File: config.mk
export PLATFORM = sky130hd
export DESIGN_NAME = dice_game_sequencer
export DESIGN_NICKNAME = d
export VERILOG_FILES = /design/src/rtl/dice_pkg.sv /design/src/rtl/dice_spinner.sv /design/src/rtl/dice_game_sequencer.sv
export SDC_FILE = /design/constraint.sdc
export NUM_CORES = 1
export LEC_CHECK = 0
export ABC_CLOCK_PERIOD_IN_PS = 4150
export CORE_ASPECT_RATIO = 0.75
export CORE_MARGIN = 2
export CORE_UTILIZATION = 34
export DETAILED_ROUTE_END_ITERATION = 12
export DONT_BUFFER_PORTS = 1
export SLEW_MARGIN = 15
export SYNTH_ARGS = -nofsm -noshare
export SYNTH_HDL_FRONTEND = slang
export SYNTH_HIERARCHICAL = 1
export SYNTH_SLANG_ARGS = --single-unit
File: constraint.sdc
create_clock -name clk -period 4.15 [get_ports clk]
set_input_delay 0.83 -clock clk [delete_from_list [all_inputs] [get_ports clk]]
set_output_delay 0.83 -clock clk [all_outputs]
set_load 0.005 [all_outputs]
File: src/rtl/dice_pkg.sv
// Shared types and constants for the dice game sequencer: state encoding,
// die width, winning sums and small die-arithmetic helpers.
package dice_pkg;

  localparam int DIE_W = 4;

  localparam logic [DIE_W-1:0] DIE_MIN   = 4'd1;
  localparam logic [DIE_W-1:0] DIE_MAX   = 4'd6;
  localparam logic [DIE_W-1:0] WIN_SUM_A = 4'd5;
  localparam logic [DIE_W-1:0] WIN_SUM_B = 4'd11;

  typedef enum logic [2:0] {
    IDLE = 3'd0,
    SPIN = 3'd1,
    EVAL = 3'd2,
    WAIT = 3'd3,
    DONE = 3'd4
  } state_e;

  // Next face of a free-running die, 1..6 then back to 1.
  function automatic logic [DIE_W-1:0] die_next(input logic [DIE_W-1:0] v);
    return (v == DIE_MAX) ? DIE_MIN : v + 4'd1;
  endfunction

  // Sums that decide a game immediately (win on roll 1, lose afterwards).
  function automatic logic is_natural(input logic [DIE_W-1:0] s);
    return (s == WIN_SUM_A) || (s == WIN_SUM_B);
  endfunction

endpackage

File: src/rtl/dice_spinner.sv
// Two cascaded free-running 1..6 counters; die 2 advances only when die 1
// wraps, so the pair walks through all 36 combinations.
module dice_spinner
  import dice_pkg::*;
(
  input  logic             clk,
  input  logic             rst,
  output logic [DIE_W-1:0] d1c,
  output logic [DIE_W-1:0] d2c
);

  logic [DIE_W-1:0] d1c_q;
  logic [DIE_W-1:0] d2c_q;

  // Cascaded face counters, running in every state.
  always_ff @(posedge clk) begin
    if (rst) begin
      d1c_q <= DIE_MIN;
      d2c_q <= DIE_MIN;
    end else begin
      d1c_q <= die_next(d1c_q);
      if (d1c_q == DIE_MAX) begin
        d2c_q <= die_next(d2c_q);
      end
    end
  end

  assign d1c = d1c_q;
  assign d2c = d2c_q;

endmodule

File: src/rtl/dice_game_sequencer.sv
// Dice game sequencer: spins the dice on a roll request, latches them,
// resolves win/lose against the point and keeps saturating tallies.
module dice_game_sequencer
  import dice_pkg::*;
#(
  parameter int SPIN_CYCLES = 8,
  parameter int MAX_ROLLS   = 2,
  parameter int TALLY_W     = 8
) (
  input  logic               clk,
  input  logic               rst,
  input  logic               roll_req,
  input  logic               force_en,
  input  logic [DIE_W-1:0]   force_d1,
  input  logic [DIE_W-1:0]   force_d2,
  output logic [DIE_W-1:0]   die1,
  output logic [DIE_W-1:0]   die2,
  output logic [DIE_W-1:0]   sum,
  output logic [DIE_W-1:0]   point,
  output logic [1:0]         turn,
  output logic               busy,
  output logic               win,
  output logic               lose,
  output logic [TALLY_W-1:0] wins,
  output logic [TALLY_W-1:0] losses
);

  localparam logic [7:0]         SPIN_LAST = 8'(SPIN_CYCLES - 1);
  localparam logic [1:0]         TURN_LAST = 2'(MAX_ROLLS);
  localparam logic [TALLY_W-1:0] TALLY_ONE = {{(TALLY_W-1){1'b0}}, 1'b1};

  logic [DIE_W-1:0] d1c;
  logic [DIE_W-1:0] d2c;

  state_e           state_q;
  logic [7:0]       spin_cnt_q;
  logic [DIE_W-1:0] die1_q;
  logic [DIE_W-1:0] die2_q;
  logic [DIE_W-1:0] sum_q;
  logic [DIE_W-1:0] point_q;
  logic [1:0]       turn_q;
  logic             busy_q;
  logic             win_q;
  logic             lose_q;
  logic [TALLY_W-1:0] wins_q;
  logic [TALLY_W-1:0] losses_q;

  logic [DIE_W-1:0] latch_d1_d;
  logic [DIE_W-1:0] latch_d2_d;
  logic [DIE_W-1:0] latch_sum_d;
  logic [TALLY_W-1:0] wins_d;
  logic [TALLY_W-1:0] losses_d;

  dice_spinner u_spin (
    .clk (clk),
    .rst (rst),
    .d1c (d1c),
    .d2c (d2c)
  );

  // Die source select and saturating tally increments.
  always_comb begin
    latch_d1_d  = force_en ? force_d1 : d1c;
    latch_d2_d  = force_en ? force_d2 : d2c;
    latch_sum_d = latch_d1_d + latch_d2_d;
    if (wins_q == {TALLY_W{1'b1}}) begin
      wins_d = wins_q;
    end else begin
      wins_d = wins_q + TALLY_ONE;
    end
    if (losses_q == {TALLY_W{1'b1}}) begin
      losses_d = losses_q;
    end else begin
      losses_d = losses_q + TALLY_ONE;
    end
  end

  // Game FSM with registered outputs; DONE restarts a game directly.
  always_ff @(posedge clk) begin
    if (rst) begin
      state_q    <= IDLE;
      spin_cnt_q <= 8'd0;
      die1_q     <= 4'd0;
      die2_q     <= 4'd0;
      sum_q      <= 4'd0;
      point_q    <= 4'd0;
      turn_q     <= 2'd0;
      busy_q     <= 1'b0;
      win_q      <= 1'b0;
      lose_q     <= 1'b0;
      wins_q     <= '0;
      losses_q   <= '0;
    end else begin
      case (state_q)
        IDLE, DONE: begin
          if (roll_req) begin
            state_q    <= SPIN;
            spin_cnt_q <= 8'd0;
            turn_q     <= 2'd1;
            point_q    <= 4'd0;
            busy_q     <= 1'b1;
            win_q      <= 1'b0;
            lose_q     <= 1'b0;
          end
        end
        SPIN: begin
          if (spin_cnt_q == SPIN_LAST) begin
            die1_q  <= latch_d1_d;
            die2_q  <= latch_d2_d;
            sum_q   <= latch_sum_d;
            state_q <= EVAL;
          end else begin
            spin_cnt_q <= spin_cnt_q + 8'd1;
          end
        end
        EVAL: begin
          busy_q <= 1'b0;
          if (turn_q == 2'd1) begin
            if (is_natural(sum_q)) begin
              win_q   <= 1'b1;
              wins_q  <= wins_d;
              state_q <= DONE;
            end else begin
              point_q <= sum_q;
              state_q <= WAIT;
            end
          end else if (is_natural(sum_q)) begin
            lose_q   <= 1'b1;
            losses_q <= losses_d;
            state_q  <= DONE;
          end else if (sum_q == point_q) begin
            win_q   <= 1'b1;
            wins_q  <= wins_d;
            state_q <= DONE;
          end else if (turn_q == TURN_LAST) begin
            lose_q   <= 1'b1;
            losses_q <= losses_d;
            state_q  <= DONE;
          end else begin
            state_q <= WAIT;
          end
        end
        WAIT: begin
          if (roll_req) begin
            state_q    <= SPIN;
            spin_cnt_q <= 8'd0;
            turn_q     <= turn_q + 2'd1;
            busy_q     <= 1'b1;
          end
        end
        default: begin
          state_q <= IDLE;
          busy_q  <= 1'b0;
        end
      endcase
    end
  end

  assign die1   = die1_q;
  assign die2   = die2_q;
  assign sum    = sum_q;
  assign point  = point_q;
  assign turn   = turn_q;
  assign busy   = busy_q;
  assign win    = win_q;
  assign lose   = lose_q;
  assign wins   = wins_q;
  assign losses = losses_q;

endmodule

== Word-level counts from Yosys, hierarchy flattened ==
Index checks and enable logic that the tools add are counted.

* Flip-flop bits (word level): 56
* Bits of input ports: 12
* Output and inout port bits: 37
* Word-level logic and storage cells: 116

* $add $sub $neg: 7
* Equal/unequal tests: 30
* Multiplexer cells: 43
* Bitwise operators: 2
* Reduce and logical (&&, ||, !) cells: 20

{| class="wikitable"
|+ Operators by type and width
! cell !! number
|-
| 8-bit 2-to-1 mux || 11
|-
| 8-bit by 1-bit adder with 8-bit output, second input constant || 3
|-
| 4-bit 2-to-1 mux || 6
|-
| 3-bit 2-to-1 mux || 7
|-
| 2-bit inequality test, second input constant || 9
|-
| 8-bit == test, second input constant || 2
|-
| 8-bit one-hot mux with 2 select lines || 1
|-
| 3-bit inequality test, second input constant || 5
|-
| 4-bit by 3-bit == test with 1-bit output, second input constant || 3
|-
| 4-bit AND reduction || 3
|-
| 1-bit 2-to-1 mux || 10
|-
| 5-bit AND reduction || 2
|-
| 2-bit nonzero test || 5
|-
| 3-bit one-hot mux with 3 select lines || 1
|-
| 4-bit by 1-bit adder with 4-bit output, second input constant || 2
|-
| 8-bit by 3-bit == test with 1-bit output, second input constant || 1
|-
| 4-bit one-hot mux with 2 select lines || 1
|-
| 3-bit by 2-bit == test with 1-bit output, second input constant || 2
|-
| 1-bit one-hot mux with 2 select lines || 3
|-
| 2-bit AND reduction || 3
|-
| 3-bit AND reduction || 2
|-
| 4-bit adder || 1
|-
| 4-bit == test || 1
|-
| 4-bit == test, second input constant || 1
|-
| other kinds (13) || 17
|}

== Logic depth before layout (Yosys ltp) ==
* Depth after elaboration: 6
* Gate-level depth with buffers: 9
* Depth with buffers taken out: 8

== Cells and area by module ==
Netlist, hierarchy kept.

{| class="wikitable"
|+ Modules (own cells, without submodules)
! module !! times used !! cells an instance !! area an instance (sq um) !! seq. area each (sq um)
|-
| dice_game_sequencer || 1 || 293 || 2,612.5 || 960.9
|-
| dice_spinner || 1 || 38 || 361.6 || 160.2
|}

== Worst setup path before layout ==
No wires, ideal clock.

* Kind: input-to-reg
* From: input force_en
* To: register sum_q[3], in the netlist sum[3]
* Arrival: 2,458 ps
* Required time: 4,022 ps
* Path slack: 1,565 ps
* Stages: 9
* Path buffers: 1
* Path through: clkbuf_1 mux2i_1 inv_1 ha_1 a21o_1 a21oi_1 xnor2_1 mux2i_1 nor2_1

* Longest elaborated chain between the ends: 2
* Elaborated cells between the ends (all ways): 3
* Classes of those cells: add/sub (1); mux (2)

{| class="wikitable"
|+ Ends and longest elaborated chain
! what !! RTL line !! source
|-
| start: declaration || dice_game_sequencer.sv:13 || <nowiki>input logic force_en,</nowiki>
|-
| 4-bit 2-to-1 mux || dice_game_sequencer.sv:63 || <nowiki>latch_d1_d = force_en ? force_d1 : d1c;</nowiki>
|-
| via latch_d1_d[1] || dice_game_sequencer.sv:48 || <nowiki>logic [DIE_W-1:0] latch_d1_d;</nowiki>
|-
| 4-bit adder || dice_game_sequencer.sv:65 || <nowiki>latch_sum_d = latch_d1_d + latch_d2_d;</nowiki>
|-
| end signal: assignment || dice_game_sequencer.sv:110 || <nowiki>sum_q <= latch_sum_d;</nowiki>
|-
| end: declaration || dice_game_sequencer.sv:39 || <nowiki>logic [DIE_W-1:0] sum_q;</nowiki>
|}

The timed path passes the listed nets, and every way through them passes these cells.
A chain may end at the register's enable or synchronous reset.

== Worst setup path in the final report ==
* From: register state_q[0]
* To: register sum_q[3], in the netlist sum[3]

* Longest elaborated chain between the ends: 2

{| class="wikitable"
|+ Ends and longest elaborated chain
! what !! RTL line !! source
|-
| start: declaration || dice_game_sequencer.sv:35 || <nowiki>state_e state_q;</nowiki>
|-
| start signal: assignment || dice_game_sequencer.sv:81 || <nowiki>state_q <= IDLE;</nowiki>
|-
| start signal: assignment || dice_game_sequencer.sv:97 || <nowiki>state_q <= SPIN;</nowiki>
|-
| start signal: assignment || dice_game_sequencer.sv:111 || <nowiki>state_q <= EVAL;</nowiki>
|-
| 3-bit by 1-bit == test with 1-bit output || dice_game_sequencer.sv:94 || <nowiki>case (state_q)</nowiki>
|-
| 2-bit AND reduction (no line) || n/a ||
|}

Every way passes these cells.

==> reports/results.txt <==
Die ar. -> 9520 um^2
P per Cell Area -> 351 nW/um^2
Placed cell count -> 426
Via-per-instance ratio -> 5.33
Max Cap Viol -> 0
Final Cycle Share -> 55.7%
Global-route wire length before repair -> 10.5 mm
Setup tns final -> 0 ns
Worst hold path class -> flop to flop
Mean Syn Cell Area -> 8.99 um^2
Most common cell after layout, fill and taps aside -> dfxtp_1
Total grt overflow -> 0
Minimum clock period -> 2.31 ns
Register bit total from synthesis -> 56
Synth unique cells -> 57
Final setup fails -> 0
Number of synthesized flops with an enable pin -> 0
CP Launch Point -> state_q[0]$_SDFFE_PP0P_
Die width -> 112 um
Cell count after synthesis -> 331
Max-slew violation count -> 0
Leak -> 1.17 nW
Ant diodes -> 0
Worst slack at placement -> 1.77 ns
Dpl hpwl -> 4.41 mm
Hold_buf cts -> 0
Post-DRT Antenna Nets -> 0
H-tree depth -> 2
Ys Warns -> 6
Sequential area share after synthesis -> 37.7%
DRT iter0 DRCs -> 192
Status -> finished clean
Final GP Congestion -> 0.811
WS Path Type -> flop to flop
Crit-path cells -> nor3b_2 > nor4b_4 > mux2i_1 > nor2_1
Layout cells sized above 1 -> 9.82%
Multi-input logic area -> 1760 um^2
Slowest library cell on the worst path -> nor4b_4
Critical path required time -> 4.34 ns
Largest stage delay, worst path -> 0.86 ns
Final Instance Count excl. Fillers -> 434
Via count -> 2314
Number of top-level pins -> 49
Commonest non-fill, non-tap cells in the layout -> 56 x dfxtp_1, 31 x nor2_1, 27 x nand2_1
Die Ht -> 85.0 um
Design area -> 3240 um^2
Post-CTS sizing -> 0
Post-Syn Area -> 2970 um^2
CTS tree -> done
Total track usage -> 13.6%
Worst IR drop on VDD -> 0.152 mV
Crit start category -> flop
CTS Buffer Depth -> 2
Post-CTS Setup Bufs -> 0
Pin count of the biggest net entering global routing -> 59
CORE AREA -> 8490 um^2
RSZ-0062 raised after global routing -> false
Asr flop ratio synth -> 0%
DRT Wirelength -> 6.21 mm
Final hold violations -> 0
Antenna violations before repair -> 0
Nets -> 348
# DRC -> 0
First-pass DRT Iterations -> 4
Register area -> 1120 um^2
Slew @ Worst Pin -> 1.02 ns
Top_reg_cell synth -> dfxtp_1
Worst Hold Launch -> u_spin/d1c[0]$_SDFF_PP1_
CP Capture Type -> flop
Fillcell total -> 881
Clock Latency Late Sink -> 0.30 ns
DR WL/cell -> 14.3 um
Placed inst area -> 3060 um^2
Syn Nets -> 354
Reg2Reg Launch Point -> state_q[0]$_SDFFE_PP0P_
CTS root buf -> clkbuf_16
Max Fclk -> 432 MHz
Vias in the first global route -> 2096
CTS buffer count -> 5
Final worst setup slack -> 1.84 ns
Worst-path clk slew -> 0.07 ns
Crit path max fanout -> 21
Slew headroom -> 31.8%
P&R area growth vs syn -> 8.92%
IO buf count -> 0
Num rows -> 29
Initial Util -> 35.0%
Skew final -> 0.00646 ns
CP arrival -> 2.51 ns
Clock sinks -> 56
-- worst paths after layout --
check | slack, ns | endpoint | cells past startpoint
hold / removal | 0.48 | u_spin/d1c[0]$_SDFF_PP1_ | 1
hold reg to reg | 0.48 | u_spin/d1c[0]$_SDFF_PP1_ | 1
setup / recovery | 1.84 | sum[3]$_SDFFE_PP0P_ | 4
setup reg to reg | 1.84 | sum[3]$_SDFFE_PP0P_ | 4
-- logic make-up after synthesis --
family | count (synthesis) | share of synthesized area, %
buffers and inverters | 25 | 3.41
flip-flops | 56 | 37.7
AND/OR/NAND/NOR | 135 | 26.3
AO/OA/AOI/OAI | 69 | 16.2
XOR/XNOR | 14 | 4.12
multiplexers | 21 | 7.45
adder cells (fa/ha/maj) | 11 | 4.88
-- Yosys cell counts (all sizes together) (2+ instances only) --
cell type  count  area [um^2]
clkbuf         8         31.3
nor4b          3         38.8
and4           2         17.5
or3            9         56.3
dfxtp         56         1120
inv           12         45.0
ha            10          125
a31oi          2         27.5
nor2          31          116
o31ai          2         15.0
o211ai         4         35.0
nand2b         7         51.3
nand4          4         25.0
buf            5         25.0
nand3         18         90.1
mux2i         12          120
and3           2         12.5
xor2           4         35.0
nor3           8         51.3
xnor2         10         87.6
o21ai         15         75.1
nor3b          3         27.5
or4            4         30.0
nor4           3         25.0
a21oi         23          115
a211oi         7         52.6
nand2         27          101
mux2           9          101
nor2b          7         43.8
a21o           3         30.0
o31a           2         17.5
and3b          2         17.5
o2111ai        2         17.5
-- where the power goes --
part           internal (mW)  switching, mW
clock network          0.303          0.201
registers              0.545         0.0142
logic                 0.0359         0.0360
-- sequential cells by signal, summed over array words and instances, names as in the netlist, 2 cells and up --
| signal | cells |
|---|---|
| u_spin/d1c | 4 |
| state_q | 3 |
| sum | 4 |
| wins | 8 |
| u_spin/d2c | 4 |
| die2 | 4 |
| spin_cnt_q | 8 |
| point | 4 |
| turn | 2 |
| die1 | 4 |
| losses | 8 |
-- critical path: cells and delay by family, from the launching register on --
family,cells,cell delay (ns)
muxes,1,0.27
DFF,1,0.71
and+or+nand+nor,3,1.23
-- per-layer routing --
layer  GRT usage (%)  vias to the layer above  share of wire, %
met5               0                        -                 0
met4            5.32                        0               1.6
met3            4.43                       10               6.2
met2            20.4                       49                43
met1            18.3                     1076                49
li1                -                     1179                 -
-- metrics by stage --
stage | util (%) | power [mW] | hold slack (ns)
final | 38.2 | 1.14 | 0.479
after global routing | 38.2 | 1.18 | 0.504
after CTS | 38.2 | 1.16 | 0.477
after detailed placement | 36.1 | 0.644 | 0.457
after global placement | 36.1 | 0.643 | 0.444
after floorplan | - | 0.637 | 0.408
-- area by class of cell --
cell class                      instances  area share [%]
Clock buffer                            6            4.29
Clock inverter                          2            1.20
Inverter                               12            1.39
Multi-Input combinational cell        250            54.3
Sequential cell                        56            34.6
Tap cell                              108            4.17
Note: power is estimated with default switching activity, not from simulation.
